===== src/rtl/lcd_pkg.sv =====
// Shared definitions for the HD44780 frame writer.
//   - HD44780 command bytes used by init and line addressing
//   - sequencer and byte-writer state encodings
//   - init_cmd(): command byte for each step of the init sequence
package lcd_pkg;

   localparam logic [7:0] CMD_FUNCSET = 8'h38;  // 8-bit bus, 2 lines, 5x8 font
   localparam logic [7:0] CMD_DISPON  = 8'h0C;  // display on, cursor off
   localparam logic [7:0] CMD_CLEAR   = 8'h01;  // clear display (long execution time)
   localparam logic [7:0] CMD_ENTRY   = 8'h06;  // increment, no shift
   localparam logic [7:0] CMD_LINE1   = 8'h80;  // DDRAM address 0x00
   localparam logic [7:0] CMD_LINE2   = 8'hC0;  // DDRAM address 0x40

   localparam logic [3:0] INIT_LAST = 4'd4;     // five init commands, index 0..4
   localparam logic [3:0] CHAR_LAST = 4'd15;    // sixteen chars per line

   typedef enum logic [2:0] {
      ST_PWRUP, ST_INIT, ST_SNAP, ST_ADDR1, ST_CHR1, ST_ADDR2, ST_CHR2
   } lcd_state_e;

   typedef enum logic [1:0] {
      WR_IDLE, WR_SETUP, WR_PULSE, WR_WAIT
   } wr_state_e;

   function automatic logic [7:0] init_cmd(input logic [3:0] idx);
      case (idx)
         4'd0, 4'd1: init_cmd = CMD_FUNCSET;
         4'd2:       init_cmd = CMD_DISPON;
         4'd3:       init_cmd = CMD_CLEAR;
         default:    init_cmd = CMD_ENTRY;
      endcase
   endfunction

endpackage


===== src/rtl/lcd_byte_writer.sv =====
// One HD44780 bus write: SETUP (1 cycle, EN=0), PULSE (N cycles, EN=1),
// WAIT (W cycles, EN=0). DATA/RS are held from SETUP through the end of WAIT
// and only change when a new write is accepted.
//   clk_i, clr_i        clock, synchronous active-high reset
//   start_i/byte_i/rs_i write request; ignored while busy_o
//   done_o              1-cycle pulse in the last WAIT cycle
//   busy_o              write in progress (drops in the done cycle so the next
//                       write can start back-to-back)
//   data_o/rs_o/en_o    LCD bus pins
module lcd_byte_writer
   import lcd_pkg::*;
#(
   parameter int EN_PULSE_CYCLES   = 25,
   parameter int CMD_WAIT_CYCLES   = 2000,
   parameter int CLEAR_WAIT_CYCLES = 82000
) (
   input  logic       clk_i,
   input  logic       clr_i,
   input  logic       start_i,
   input  logic [7:0] byte_i,
   input  logic       rs_i,
   output logic       done_o,
   output logic       busy_o,
   output logic [7:0] data_o,
   output logic       rs_o,
   output logic       en_o
);

   // A parameter of 0 behaves as 1.
   localparam int PULSE_N = (EN_PULSE_CYCLES   < 1) ? 1 : EN_PULSE_CYCLES;
   localparam int CMD_N   = (CMD_WAIT_CYCLES   < 1) ? 1 : CMD_WAIT_CYCLES;
   localparam int CLR_N   = (CLEAR_WAIT_CYCLES < 1) ? 1 : CLEAR_WAIT_CYCLES;
   localparam int MAX_AB  = (PULSE_N > CMD_N) ? PULSE_N : CMD_N;
   localparam int MAX_N   = (MAX_AB > CLR_N) ? MAX_AB : CLR_N;
   localparam int CNT_W   = $clog2(MAX_N + 1);

   localparam logic [CNT_W-1:0] PULSE_LAST = CNT_W'(PULSE_N - 1);
   localparam logic [CNT_W-1:0] CMD_LAST   = CNT_W'(CMD_N - 1);
   localparam logic [CNT_W-1:0] CLR_LAST   = CNT_W'(CLR_N - 1);

   wr_state_e        st_q, st_d;
   logic [CNT_W-1:0] cnt_q, cnt_d;
   logic [7:0]       data_q, data_d;
   logic             rs_q, rs_d;
   logic             long_q, long_d;   // current write is a clear-display
   logic             done, busy;

   always_comb begin
      st_d   = st_q;
      cnt_d  = cnt_q;
      data_d = data_q;
      rs_d   = rs_q;
      long_d = long_q;
      done   = 1'b0;
      case (st_q)
         WR_SETUP: begin
            st_d  = WR_PULSE;
            cnt_d = '0;
         end
         WR_PULSE: begin
            if (cnt_q == PULSE_LAST) begin
               st_d  = WR_WAIT;
               cnt_d = '0;
            end else begin
               cnt_d = cnt_q + 1'b1;
            end
         end
         WR_WAIT: begin
            if (cnt_q == (long_q ? CLR_LAST : CMD_LAST)) begin
               done  = 1'b1;
               st_d  = WR_IDLE;
               cnt_d = '0;
            end else begin
               cnt_d = cnt_q + 1'b1;
            end
         end
         default: ;
      endcase
      busy = (st_q != WR_IDLE) && !done;
      // Accepting in the done cycle makes the next SETUP follow WAIT directly.
      if (start_i && !busy) begin
         st_d   = WR_SETUP;
         cnt_d  = '0;
         data_d = byte_i;
         rs_d   = rs_i;
         long_d = !rs_i && (byte_i == CMD_CLEAR);
      end
   end

   always_ff @(posedge clk_i) begin
      if (clr_i) begin
         st_q   <= WR_IDLE;
         cnt_q  <= '0;
         data_q <= '0;
         rs_q   <= 1'b0;
         long_q <= 1'b0;
      end else begin
         st_q   <= st_d;
         cnt_q  <= cnt_d;
         data_q <= data_d;
         rs_q   <= rs_d;
         long_q <= long_d;
      end
   end

   assign done_o = done;
   assign busy_o = busy;
   assign data_o = data_q;
   assign rs_o   = rs_q;
   assign en_o   = (st_q == WR_PULSE);

endmodule


===== src/rtl/lcd_frame_writer.sv =====
// Drives a 16x2 HD44780 LCD over an 8-bit bus: power-up wait, init sequence
// once, then endless refresh of line 1 (LINE1) and line 2 (LINE2). Both lines
// are snapshotted once per frame so every frame is internally coherent.
//   CLK, CLR            clock, synchronous active-high reset
//   LINE1, LINE2        16 ASCII chars each, leftmost char in [127:120]
//   LCD_DATA/RS/RW/EN   LCD bus (RW tied 0, write only)
//   LCD_ON, LCD_BLON    constant 1
//   INIT_DONE           high after the init sequence until CLR
//   FRAME_DONE          1-cycle pulse when the last line-2 char finishes
module lcd_frame_writer
   import lcd_pkg::*;
#(
   parameter int POWERUP_CYCLES    = 750000,
   parameter int EN_PULSE_CYCLES   = 25,
   parameter int CMD_WAIT_CYCLES   = 2000,
   parameter int CLEAR_WAIT_CYCLES = 82000
) (
   input  logic         CLK,
   input  logic         CLR,
   input  logic [127:0] LINE1,
   input  logic [127:0] LINE2,
   output logic [7:0]   LCD_DATA,
   output logic         LCD_RS,
   output logic         LCD_RW,
   output logic         LCD_EN,
   output logic         LCD_ON,
   output logic         LCD_BLON,
   output logic         INIT_DONE,
   output logic         FRAME_DONE
);

   localparam int PWR_N = (POWERUP_CYCLES < 1) ? 1 : POWERUP_CYCLES;
   localparam int PWR_W = $clog2(PWR_N + 1);
   localparam logic [PWR_W-1:0] PWR_LAST = PWR_W'(PWR_N - 1);

   lcd_state_e       state_q, state_d;
   logic [PWR_W-1:0] pwr_q, pwr_d;
   logic [3:0]       idx_q, idx_d;
   logic             init_done_q, init_done_d;
   logic [127:0]     frame1_q, frame2_q;
   logic             frame_done;
   logic             wr_start, wr_rs, wr_done, wr_busy;
   logic [7:0]       wr_byte;

   always_comb begin
      state_d     = state_q;
      pwr_d       = pwr_q;
      idx_d       = idx_q;
      init_done_d = init_done_q;
      frame_done  = 1'b0;
      case (state_q)
         ST_PWRUP: begin
            if (pwr_q == PWR_LAST) begin
               state_d = ST_INIT;
               idx_d   = '0;
            end else begin
               pwr_d = pwr_q + 1'b1;
            end
         end
         ST_INIT: begin
            if (wr_done) begin
               if (idx_q == INIT_LAST) begin
                  state_d     = ST_SNAP;
                  idx_d       = '0;
                  init_done_d = 1'b1;
               end else begin
                  idx_d = idx_q + 1'b1;
               end
            end
         end
         ST_SNAP:  state_d = ST_ADDR1;
         ST_ADDR1: if (wr_done) begin state_d = ST_CHR1; idx_d = '0; end
         ST_CHR1: begin
            if (wr_done) begin
               if (idx_q == CHAR_LAST) state_d = ST_ADDR2;
               else                    idx_d   = idx_q + 1'b1;
            end
         end
         ST_ADDR2: if (wr_done) begin state_d = ST_CHR2; idx_d = '0; end
         ST_CHR2: begin
            if (wr_done) begin
               if (idx_q == CHAR_LAST) begin
                  state_d    = ST_SNAP;
                  idx_d      = '0;
                  frame_done = 1'b1;
               end else begin
                  idx_d = idx_q + 1'b1;
               end
            end
         end
         default: state_d = ST_PWRUP;
      endcase

      // The next write is chosen from the next state/index so it can be
      // handed over in the same cycle the previous write finishes.
      wr_byte  = '0;
      wr_rs    = 1'b0;
      wr_start = 1'b0;
      case (state_d)
         ST_INIT:  begin wr_start = 1'b1; wr_byte = init_cmd(idx_d); end
         ST_ADDR1: begin wr_start = 1'b1; wr_byte = CMD_LINE1; end
         ST_ADDR2: begin wr_start = 1'b1; wr_byte = CMD_LINE2; end
         ST_CHR1: begin
            wr_start = 1'b1;
            wr_rs    = 1'b1;
            wr_byte  = frame1_q[{CHAR_LAST - idx_d, 3'b000} +: 8];
         end
         ST_CHR2: begin
            wr_start = 1'b1;
            wr_rs    = 1'b1;
            wr_byte  = frame2_q[{CHAR_LAST - idx_d, 3'b000} +: 8];
         end
         default: ;
      endcase
      wr_start = wr_start && !wr_busy;
   end

   always_ff @(posedge CLK) begin
      if (CLR) begin
         state_q     <= ST_PWRUP;
         pwr_q       <= '0;
         idx_q       <= '0;
         init_done_q <= 1'b0;
         frame1_q    <= '0;
         frame2_q    <= '0;
      end else begin
         state_q     <= state_d;
         pwr_q       <= pwr_d;
         idx_q       <= idx_d;
         init_done_q <= init_done_d;
         if (state_q == ST_SNAP) begin
            frame1_q <= LINE1;
            frame2_q <= LINE2;
         end
      end
   end

   lcd_byte_writer #(
      .EN_PULSE_CYCLES  (EN_PULSE_CYCLES),
      .CMD_WAIT_CYCLES  (CMD_WAIT_CYCLES),
      .CLEAR_WAIT_CYCLES(CLEAR_WAIT_CYCLES)
   ) u_wr (
      .clk_i  (CLK),
      .clr_i  (CLR),
      .start_i(wr_start),
      .byte_i (wr_byte),
      .rs_i   (wr_rs),
      .done_o (wr_done),
      .busy_o (wr_busy),
      .data_o (LCD_DATA),
      .rs_o   (LCD_RS),
      .en_o   (LCD_EN)
   );

   assign LCD_RW     = 1'b0;
   assign LCD_ON     = 1'b1;
   assign LCD_BLON   = 1'b1;
   assign INIT_DONE  = init_done_q;
   assign FRAME_DONE = frame_done;

endmodule


===== config.mk =====
export PLATFORM = sky130hd
export DESIGN_NAME = lcd_frame_writer
export DESIGN_NICKNAME = d
export VERILOG_FILES = /design/src/rtl/lcd_pkg.sv /design/src/rtl/lcd_byte_writer.sv /design/src/rtl/lcd_frame_writer.sv
export SDC_FILE = /design/constraint.sdc
export NUM_CORES = 1
export LEC_CHECK = 0
export ABC_AREA = 1
export ABC_CLOCK_PERIOD_IN_PS = 7800
export CORE_UTILIZATION = 30
export DETAILED_ROUTE_END_ITERATION = 10
export GPL_TIMING_DRIVEN = 0
export PLACE_DENSITY_LB_ADDON = 0.15
export SLEW_MARGIN = 25
export SYNTH_ARGS = -nofsm -noshare
export SYNTH_HDL_FRONTEND = slang
export SYNTH_HIERARCHICAL = 1
export SYNTH_SLANG_ARGS = --single-unit

===== constraint.sdc =====
create_clock -name CLK -period 7.8 [get_ports CLK]
set_input_delay 1.17 -clock CLK [delete_from_list [all_inputs] [get_ports CLK]]
set_output_delay 1.17 -clock CLK [all_outputs]
set_load 0.05 [all_outputs]

==> impl_metrics.py, run 1 <==
metrics = {
    "clock_tree": {
        "cts_sinks": 313,
        "cts_tree": "built",
        "cts_resized": 0,
        "clockBufferDepth": 3,
        "cts.clk_slew.worst_paths_ns": 0.06,
        "post_cts_buffers": 0,
        "cts_hold_buf": 0,
        "clock_latency_ns": 0.57,
        "cts_root_buf": "clkbuf_16",
        "cts_buffers": 39,
        "ctsHtreeMaxLevel": 2,
    },
    "sta": {
        "period_needed_ns": 4.56,
        "drv_slew": 0,
        "worstMarginPinSlew_ns": 1.04,
        "timing.final.crit_share_pct": 58.5,
        "setup_violations": 0,
        "finalSetupTns_ns": 0,
        "fmax_ghz": 0.219,
        "finalHoldViolCount": 0,
        "maxSlewHeadroom_pct": 30.9,
        "clock-skew-final_ns": 0.0218,
        "rsz0062_at_grt": "no",
    },
    "worst_setup_path": {
        "crit_type": "register to output port",
        "crit_path_top_delay_cell": "clkdlybuf4s50_1",
        "worstReg2RegStart": "u_wr/cnt_q[1]",
        "cp_max_fo": 10,
        "crit_chain": "ha_1, nand2_2, nor2_4, nand3_1, nor4_1, buf_2, nand2_1, nor2_1, clkdlybuf4s50_1",
        "critical_path_required_ns": 6.63,
        "cp.arrival_ns": 3.39,
        "startpoint_type": "register",
        "crit_path_end_kind": "output port",
        "cp_slowest_stage_delay_ns": 0.84,
        "critical-path-top-delay-family": "buffers and inverters",
        "cp_num_buf_inv": 2,
        "cp-startpoint": "u_wr/cnt_q[1]",
    },
    "layout": {
        "antenna_cells": 0,
        "final_cell_mix": "nor2_1 (519), nand2_1 (419), dfxtp_1 (313)",
        "n_fill_cell": 5411,
        "layout.nets": 2852,
        "final_common_cell": "nor2_1",
        "drive_gt1_share_pct": 6.97,
        "final_cells": 3283,
        "syn_to_final_growth_pct": 31.7,
    },
    "route": {
        "via_per_inst": 4.87,
        "drt_pass1_iterations": 6,
        "ant_nets": 0,
        "routedWlPerCell_um": 17.9,
        "routed_wl_um": 58800,
        "drcViolationCount": 0,
        "drt_first_iter_violations": 1319,
        "vias": 15997,
    },
    "die": {
        "fp.dieW_um": 227,
        "die_y_um": 227,
        "start_util_pct": 30.3,
        "std_cell_rows": 82,
        "coreArea_um2": 50100,
        "die-area_um2": 51500,
        "io_pins": 273,
    },
    "placed_design": {
        "finalWeightedCongestion": 0.919,
        "numPortBuffers": 268,
        "dp_cells": 3215,
        "hpwlAfterDp_um": 45800,
    },
    "grt": {
        "grt_max_degree": 13,
        "use_met3_pct": 3.15,
        "globalRouteMet2Util_pct": 37.9,
        "antenna_found_initial": 0,
        "met1_usage_pct": 30.5,
        "grt_remaining_overflow": 0,
        "grt_usage_pct": 22.7,
        "grt_first_pass_wirelength_um": 88700,
        "globalRoute.busiestLayer": "met2",
        "grt_pass1_vias": 15562,
    },
    "yosys": {
        "yosys.area.top_type": "dfxtp_1",
        "yosysWarnings": 6,
        "yosysSeqAreaShare_pct": 41.3,
        "ys_ff_latch": 313,
        "syn-instance-count": 2274,
        "yosysUniqueCellTypes": 43,
        "netlist_area_um2": 15200,
        "synthTopCellsByArea": "dfxtp_1 (41%), nor2_1 (13%), nand2_1 (10%)",
        "yosys.area.top_type_share_pct": 41.3,
        "avgSynthCellArea_um2": 6.67,
    },
    "min_path": {
        "hold_path.startpoint": "frame2_q[19]",
        "min_path_type": "register to register",
    },
    "flow_run": {
        "cap_violations": 0,
    },
    "power": {
        "peakVddDrop_v": 0.000101,
        "p_leak_uw": 0.00797,
        "power_density_nw_per_um2": 182,
        "total_power_uw": 3650,
    },
    "status": {
        "status": "completed",
    },
}
cells by family (layout without fill, tap and decap cells):
group / count (synthesis) / in the layout / synth area share, %
AND/OR/NAND/NOR: 1190 / 1190 / 33.0
flip-flops: 313 / 313 / 41.3
other: 2 / 3 / 0.0495
AO/OA/AOI/OAI: 450 / 450 / 15.9
buffers and inverters: 300 / 636 / 8.47
adder cells (fa/ha/maj): 10 / 10 / 0.824
XOR/XNOR: 9 / 9 / 0.519
path summary, 6_finish.rpt:
path | slack (ns) | cells past startpoint | endpoint
worst min-delay path | 0.45 | 2 | frame2_q[19]
worst max-delay path | 3.24 | 9 | FRAME_DONE
worst min register to register | 0.45 | 2 | frame2_q[19]
worst max register to register | 3.27 | 25 | u_wr/long_q
final cells by class:
cell class,count,area [um2],share of cell area [%]
multi-input cells,1662,7630,38.2
plain buffers,159,762,3.81
inverters,141,529,2.65
flip-flops and latches,313,6270,31.4
repair buffers,268,2680,13.4
clock buffers,53,1130,5.65
clock inverters,15,145,0.726
well taps,672,841,4.21
synthesized netlist by cell type, drive strengths merged:
library cell / count
a21oi: 123
a31oi: 1
buf: 62
clkbuf: 97
clkinv: 1
conb: 2
dfxtp: 313
ha: 10
inv: 140
nand2: 431
nand3: 135
nand3b: 1
nand4: 76
nor2: 529
nor3: 9
nor3b: 4
nor4: 4
o2111ai: 1
o211a: 1
o211ai: 33
o21a: 2
o21ai: 285
o21bai: 2
o22ai: 1
o31ai: 1
or2: 1
xnor2: 2
xor2: 7
state kept, by name (all words and copies together) (netlist names):
signal / cells
frame1_q: 128
frame2_q: 128
pwr_q: 20
u_wr/cnt_q: 17
u_wr/data_o: 8
idx_q: 4
state_q: 3
u_wr/st_q: 2
INIT_DONE: 1
u_wr/long_q: 1
u_wr/rs_o: 1
worst reg2reg max path, delay by kind of cell, from the launching register on:
kind | cells | cell delay [ns]
AND/OR/NAND/NOR | 20 | 2.83
buffers and inverters | 3 | 0.85
flip-flops | 1 | 0.37
AO/OA/AOI/OAI | 1 | 0.24
adder cells (fa/ha/maj) | 1 | 0.22
per-stage QoR:
stage / utilization (%) / worst slack (ns) / hold WS [ns] / cell area [um2]
floorplan: - / 4.53 / 0.430 / 15200
global placement: 37.4 / 3.28 / 0.439 / 18700
detailed placement: 37.4 / 3.26 / 0.446 / 18700
CTS: 39.9 / 3.15 / 0.454 / 20000
global route: 39.9 / 2.84 / 0.472 / 20000
finish: 39.9 / 3.24 / 0.453 / 20000
layer usage:
| layer | vias to the layer above | part of all wire [%] |
|---|---|---|
| li1 | 8055 | - |
| met4 | 0 | 2.1 |
| met1 | 7441 | 46 |
| met2 | 432 | 47 |
| met5 | - | 0 |
| met3 | 69 | 5.4 |
where the power goes:
group | internal (uW) | switching, uW | total [uW]
clock | 1080 | 729 | 1810
sequential | 1600 | 2.68 | 1600
combinational | 137 | 96.0 | 233
Power figures use the tool's default switching activity.
==> run 2: changes to the inputs <==
ABC_CLOCK_PERIOD_IN_PS = 4200   (was 7800)
clock period = 4.2 ns   (was 7.8 ns; I/O delays follow)
==> impl_metrics.py, run 2 (same netlist as run 1, synthesis figures left out) <==
metrics = {
    "grt": {
        "grt_first_pass_wirelength_um": 88800,
        "use_met3_pct": 3.32,
        "antenna_found_initial": 0,
        "grt_usage_pct": 22.7,
        "globalRouteMet2Util_pct": 37.9,
        "grt_max_degree": 13,
        "globalRoute.busiestLayer": "met2",
        "grt_remaining_overflow": 0,
        "met1_usage_pct": 30.5,
        "grt_pass1_vias": 15569,
    },
    "route": {
        "vias": 15965,
        "routedWlPerCell_um": 18.0,
        "drcViolationCount": 0,
        "via_per_inst": 4.85,
        "drt_pass1_iterations": 6,
        "drt_first_iter_violations": 1273,
        "ant_nets": 0,
        "routed_wl_um": 59100,
    },
    "layout": {
        "final_common_cell": "nor2_1",
        "final_cells": 3291,
        "antenna_cells": 0,
        "stdcell_area_um2": 20200,
        "syn_to_final_growth_pct": 32.8,
        "final_cell_mix": "nor2_1 (516), nand2_1 (416), dfxtp_1 (308)",
        "reg.largest.list": "frame1_q: 128 flops, frame2_q: 128 flops, pwr_q: 20 flops",
        "layout.nets": 2860,
        "n_fill_cell": 5398,
        "utilization_pct": 40.3,
        "drive_gt1_share_pct": 7.98,
    },
    "placed_design": {
        "numPortBuffers": 268,
        "dp_cells": 3215,
        "hpwlAfterDp_um": 45800,
        "placed_area_um2": 18700,
        "finalWeightedCongestion": 0.919,
    },
    "clock_tree": {
        "clock_latency_ns": 0.57,
        "cts_root_buf": "clkbuf_16",
        "cts.clk_slew.worst_paths_ns": 0.06,
        "cts_sinks": 313,
        "cts_buffers": 39,
        "ctsHtreeMaxLevel": 2,
        "clockBufferDepth": 3,
        "cts_tree": "built",
    },
    "sta": {
        "setup_violations": 0,
        "rsz0062_at_grt": "no",
        "timing.final.crit_share_pct": 94.5,
        "worstMarginPinSlew_ns": 1.05,
        "fmax_ghz": 0.252,
        "period_needed_ns": 3.97,
        "clock-skew-final_ns": 0.0205,
        "finalSetupTns_ns": 0,
        "finalHoldViolCount": 0,
        "drv_slew": 0,
        "maxSlewHeadroom_pct": 30.2,
    },
    "worst_setup_path": {
        "startpoint_type": "register",
        "crit_type": "register to register",
        "crit_path_end_kind": "register",
        "cp.arrival_ns": 4.42,
        "critical_path_required_ns": 4.65,
        "cp_max_fo": 10,
    },
    "status": {
        "status": "completed",
    },
    "power": {
        "power_density_nw_per_um2": 336,
        "total_power_uw": 6780,
        "p_leak_uw": 0.00806,
        "peakVddDrop_v": 0.000187,
    },
    "die": {
        "die_y_um": 227,
        "start_util_pct": 30.3,
        "io_pins": 273,
        "std_cell_rows": 82,
        "die-area_um2": 51500,
        "fp.dieW_um": 227,
        "coreArea_um2": 50100,
    },
    "flow_run": {
        "cap_violations": 0,
    },
    "min_path": {
        "min_path_type": "register to register",
    },
}
==> run 2: cell types whose count changed in the layout (fill, tap and decap cells not counted), moves of 3 or more <==
cell | before | now
dfxtp_1 | 313 | 308
nor2_1 | 519 | 516
nand2_2 | 9 | 12
nor2_2 | 8 | 11
buf_4 | 18 | 27
buf_2 | 32 | 25
dfxtp_2 | 0 | 5
nand2_1 | 419 | 416
==> run 2: final timing paths <==
check	startpoint	end	slack, ns	cells past startpoint
worst max-delay path	u_wr/cnt_q[5]	u_wr/long_q	0.23	26
worst min-delay path	frame2_q[19]	frame2_q[19]	0.45	2
worst max register to register	u_wr/cnt_q[5]	u_wr/long_q	0.23	26
worst min register to register	frame2_q[19]	frame2_q[19]	0.45	2
==> run 2: where the power goes <==
part           internal (uW)  leakage [uW]  total, uW  switching [uW]
combinational            254       0.00490        432             178
sequential              2970       0.00252       2980            4.97
clock                   2010      0.000631       3370            1360
total                   5230       0.00806       6780            1540
==> run 2: worst max-delay path, cell delays in order, from the launching register on <==
cell and delay [ns]:
dfxtp_1 0.38, inv_2 0.10, nand2_1 0.06, nor2_2 0.14, nand4_1 0.15, nor4_4 0.33, buf_6 0.17, nand4_1 0.14
nor2_2 0.18, nor2_1 0.07, nand2_2 0.13, nand4_4 0.23, inv_2 0.23, buf_4 0.24, nand2_1 0.07, nand3_1 0.12
nand2_1 0.10, a21oi_1 0.24, nor2_1 0.08, nor2_1 0.23, nand2_1 0.08, nand2_1 0.10, inv_1 0.05, nand4_1 0.07
nand3_1 0.08, nand2_1 0.07, nor2_1 0.04
==> run 2: repair_timing <==
action	4_1_cts	5_1_grt
cloned	0	1
hold buffers	0	0
setup endpoints to repair	7	5
pin swaps	1	14
buffers inserted	2	5
resized for setup	5	28
==> run 2: per-layer routing <==
layer / part of all wire, % / up-vias
met5: 0 / -
met4: 2.0 / 0
met3: 5.3 / 67
met2: 47 / 431
met1: 46 / 7404
li1: - / 8063
==> run 2: final cells by class <==
cell class / instances / area (um2) / share of cell area [%]
timing repair buffer: 276 / 2780 / 13.8
clock buffer: 53 / 1130 / 5.60
sequential: 313 / 6270 / 31.1
buffer: 159 / 787 / 3.90
multi-input combinational: 1662 / 7680 / 38.1
tap: 672 / 841 / 4.17
inverter: 141 / 529 / 2.62
clock inverter: 15 / 145 / 0.720
==> run 2: through the flow <==
| step | hold slack, ns | setup WS (ns) |
|---|---|---|
| 5_1_grt | 0.469 | 0.00454 |
| 2_1_floorplan | 0.430 | 0.926 |
| 3_3_place_gp | 0.439 | -0.323 |
| 3_5_place_dp | 0.446 | -0.343 |
| 6_report | 0.453 | 0.230 |
| 4_1_cts | 0.449 | 0.0229 |
==> run 3: changes to the inputs <==
SYNTH_HIERARCHICAL = unset   (was 1)
==> impl_metrics.py, run 3 <==
metrics = {
    "status": {
        "status": "completed",
    },
    "power": {
        "switching_share_pct": 23.3,
        "switching_power_uw": 1620,
        "comb_power_share_pct": 8.2,
        "total_power_uw": 6940,
        "intPower_uw": 5320,
        "power_density_nw_per_um2": 353,
        "peakVddDrop_v": 0.000215,
        "pwr-share-seq_pct": 43.2,
        "p_leak_uw": 0.00826,
        "clockPowerShare_pct": 48.6,
    },
    "yosys": {
        "netlist_area_um2": 14900,
        "synthFlopType": "dfxtp_1",
        "synth-xor-area-share_pct": 0.294,
        "muxShareOfSynthArea_pct": 0,
        "yosys.area.top_type_share_pct": 42.1,
        "synth_fa_ha_area_share_pct": 0.925,
        "yosysUniqueCellTypes": 42,
        "yosysWarnings": 0,
        "synth-edff-count": 0,
        "synth_simple_gate_area_share_pct": 26.0,
        "synth_compound_area_share_pct": 20.3,
        "yosys-top-cells-count": "nand2_1 (439), nor2_1 (348), o21ai_0 (327)",
        "yosysMostFrequentCell": "nand2_1",
        "syn-instance-count": 2240,
        "async_flop_share_pct": 0,
        "synth_top_family_by_area": "simple AND/OR/NAND/NOR gates",
        "synthTopCellsByArea": "dfxtp_1 (42%), nand2_1 (11%), o21ai_0 (11%)",
        "yosysSeqAreaShare_pct": 42.1,
        "avgSynthCellArea_um2": 6.64,
        "yosys.area.top_type": "dfxtp_1",
        "ys_ff_latch": 313,
    },
    "layout": {
        "seqCellArea_um2": 6270,
        "final_common_cell": "nand2_1",
        "reg.largest.list": "frame1_q: 128 flops, frame2_q: 128 flops, pwr_q: 20 flops",
        "final_cell_mix": "nand2_1 (439), nor2_1 (348), o21ai_0 (327)",
        "syn_to_final_growth_pct": 32.1,
        "antenna_cells": 0,
        "multi_input_area_um2": 7080,
        "layout.nets": 2818,
        "drive_gt1_share_pct": 5.25,
        "final_cells": 3237,
        "n_fill_cell": 5219,
    },
    "route": {
        "routedWlPerCell_um": 19.4,
        "ant_nets": 0,
        "drt_pass1_iterations": 5,
        "drt_first_iter_violations": 1365,
        "routed_wl_um": 62800,
        "drcViolationCount": 0,
        "via_per_inst": 4.88,
        "vias": 15790,
    },
    "sta": {
        "drv_slew": 0,
        "setup_violations": 0,
        "clock-skew-final_ns": 0.0247,
        "finalHoldViolCount": 0,
        "fmax_ghz": 0.258,
        "fin_ws_ns": 0.319,
        "worstMarginPinSlew_ns": 1.07,
        "period_needed_ns": 3.88,
        "timing.final.crit_share_pct": 92.4,
        "rsz0062_at_grt": "no",
        "maxSlewHeadroom_pct": 28.5,
        "finalSetupTns_ns": 0,
    },
    "worst_setup_path": {
        "cp-startpoint": "state_q[1]",
        "worstReg2RegStart": "state_q[1]",
        "critical_path_required_ns": 4.64,
        "worstReg2RegEnd": "u_wr.data_o[3]",
        "cp_max_fo": 10,
        "crit_path_top_delay_cell": "nor2_2",
        "rrSetupSlack_ns": 0.32,
        "crit_top_cell": "nand2_1",
        "critPathCapture": "u_wr.data_o[3]",
        "cp_slowest_stage_delay_ns": 0.59,
        "crit_path_end_kind": "register",
        "startpoint_type": "register",
        "r2r_cells": 20,
        "crit_type": "register to register",
        "cp.arrival_ns": 4.32,
        "crit_chain": "inv_1, nor2_1, inv_1, nor2_2, inv_1, nand2_1, inv_1, nand2_1, nand2_1, nand3_2, nand2_1, inv_2, clkbuf_1, a21oi_1, nand3_1, nand3_1, nand3_1, nand2_1, nand2_1, nand2_1",
    },
    "min_path": {
        "min_path_type": "register to register",
        "hold_path_depth": 2,
    },
    "grt": {
        "grt_first_pass_wirelength_um": 92100,
        "grt_usage_pct": 24.5,
        "grt_pass1_vias": 15095,
        "antenna_found_initial": 1,
        "grt_max_degree": 13,
        "grt_remaining_overflow": 0,
    },
    "clock_tree": {
        "clock_latency_ns": 0.56,
        "cts_sinks": 313,
        "cts_buffers": 37,
        "cts_tree": "built",
        "clockBufferDepth": 3,
        "ctsHtreeMaxLevel": 2,
        "cts_hold_buf": 0,
        "cts_root_buf": "clkbuf_16",
        "cts.clk_slew.worst_paths_ns": 0.06,
    },
    "flow_run": {
        "cap_violations": 0,
    },
    "die": {
        "die_y_um": 225,
        "fp.dieW_um": 225,
        "std_cell_rows": 81,
        "start_util_pct": 30.4,
        "coreArea_um2": 49000,
        "io_pins": 273,
        "die-area_um2": 50500,
    },
    "placed_design": {
        "finalWeightedCongestion": 0.924,
        "hpwlAfterDp_um": 48900,
        "numPortBuffers": 269,
        "dp_cells": 3174,
        "dp_slack_ns": 0.330,
    },
}
-- run 3: cell types whose count changed in the layout (fill, tap and decap cells not counted), moves of 37 or more --
cell / change
inv_1: +99
nor2_1: -168
a21oi_1: +69
o21ai_0: +64
o21ai_1: +37
nand3_1: -81
-- run 3: logic make-up (layout without fill, tap and decap cells) --
kind of cell	count (synthesis)	count (layout)
AOI/OAI and AO/OA	594	594
xor gates and xnor gates	5	5
adders and majority gates	11	11
buffers and inverters	381	713
DFF	313	313
other	2	3
and+or+nand+nor	934	934
-- run 3: critical path: cells and delay by family (launching register included) --
kind            cells  cell delay (ns)
simple gates       13             2.08
compound gates      1             0.16
flops               1             0.41
buf+inv             6             1.10
-- run 3: what timing repair did --
action,4_1_cts,5_1_grt
buffers inserted,0,0
resized for setup,0,3
endpoints found under the setup margin,0,1
-- run 3: how the worst min path moves through the flow --
stage                start           to  slack, ns
6_report       frame2_q[3]  frame2_q[3]       0.45
3_5_place_dp   frame2_q[3]  frame2_q[3]       0.44
2_1_floorplan  frame2_q[3]  frame2_q[3]       0.42
3_3_place_gp   frame2_q[3]  frame2_q[3]       0.43
5_1_grt        frame2_q[1]  frame2_q[1]       0.46
4_1_cts        frame2_q[3]  frame2_q[3]       0.45
-- run 3: final cells by class --
type,count,share of cell area [%]
Timing Repair Buffer,269,13.7
Sequential cell,313,31.9
Inverter,240,4.58
Buffer,141,3.25
Multi-Input combinational cell,1547,36.0
Tap cell,664,4.23
Clock buffer,49,5.30
Clock inverter,14,1.06
-- run 3: metal layers --
layer	share of wire (%)	GRT usage [%]	vias to the layer above
met5	0	0	-
met4	2.6	7.44	0
met3	5.5	3.12	78
met2	46	40.1	486
met1	46	33.4	7386
li1	-	-	7840
-- run 3: metrics by stage --
| step | instance area [um2] | util (%) | hold slack [ns] |
|---|---|---|---|
| after floorplan | 14900 | - | 0.420 |
| after global placement | 18400 | 37.6 | 0.433 |
| after detailed placement | 18400 | 37.6 | 0.437 |
| after CTS | 19700 | 40.2 | 0.446 |
| after global routing | 19700 | 40.2 | 0.461 |
| final | 19700 | 40.2 | 0.450 |
-- run 3: power groups by stage --
stage	registers [uW]	logic [uW]	clock network, uW
after global routing	3000	617	3540
after global placement	3060	566	0
after CTS	3000	572	3420
final	3000	570	3370
after floorplan	3060	209	0
after detailed placement	3060	568	0
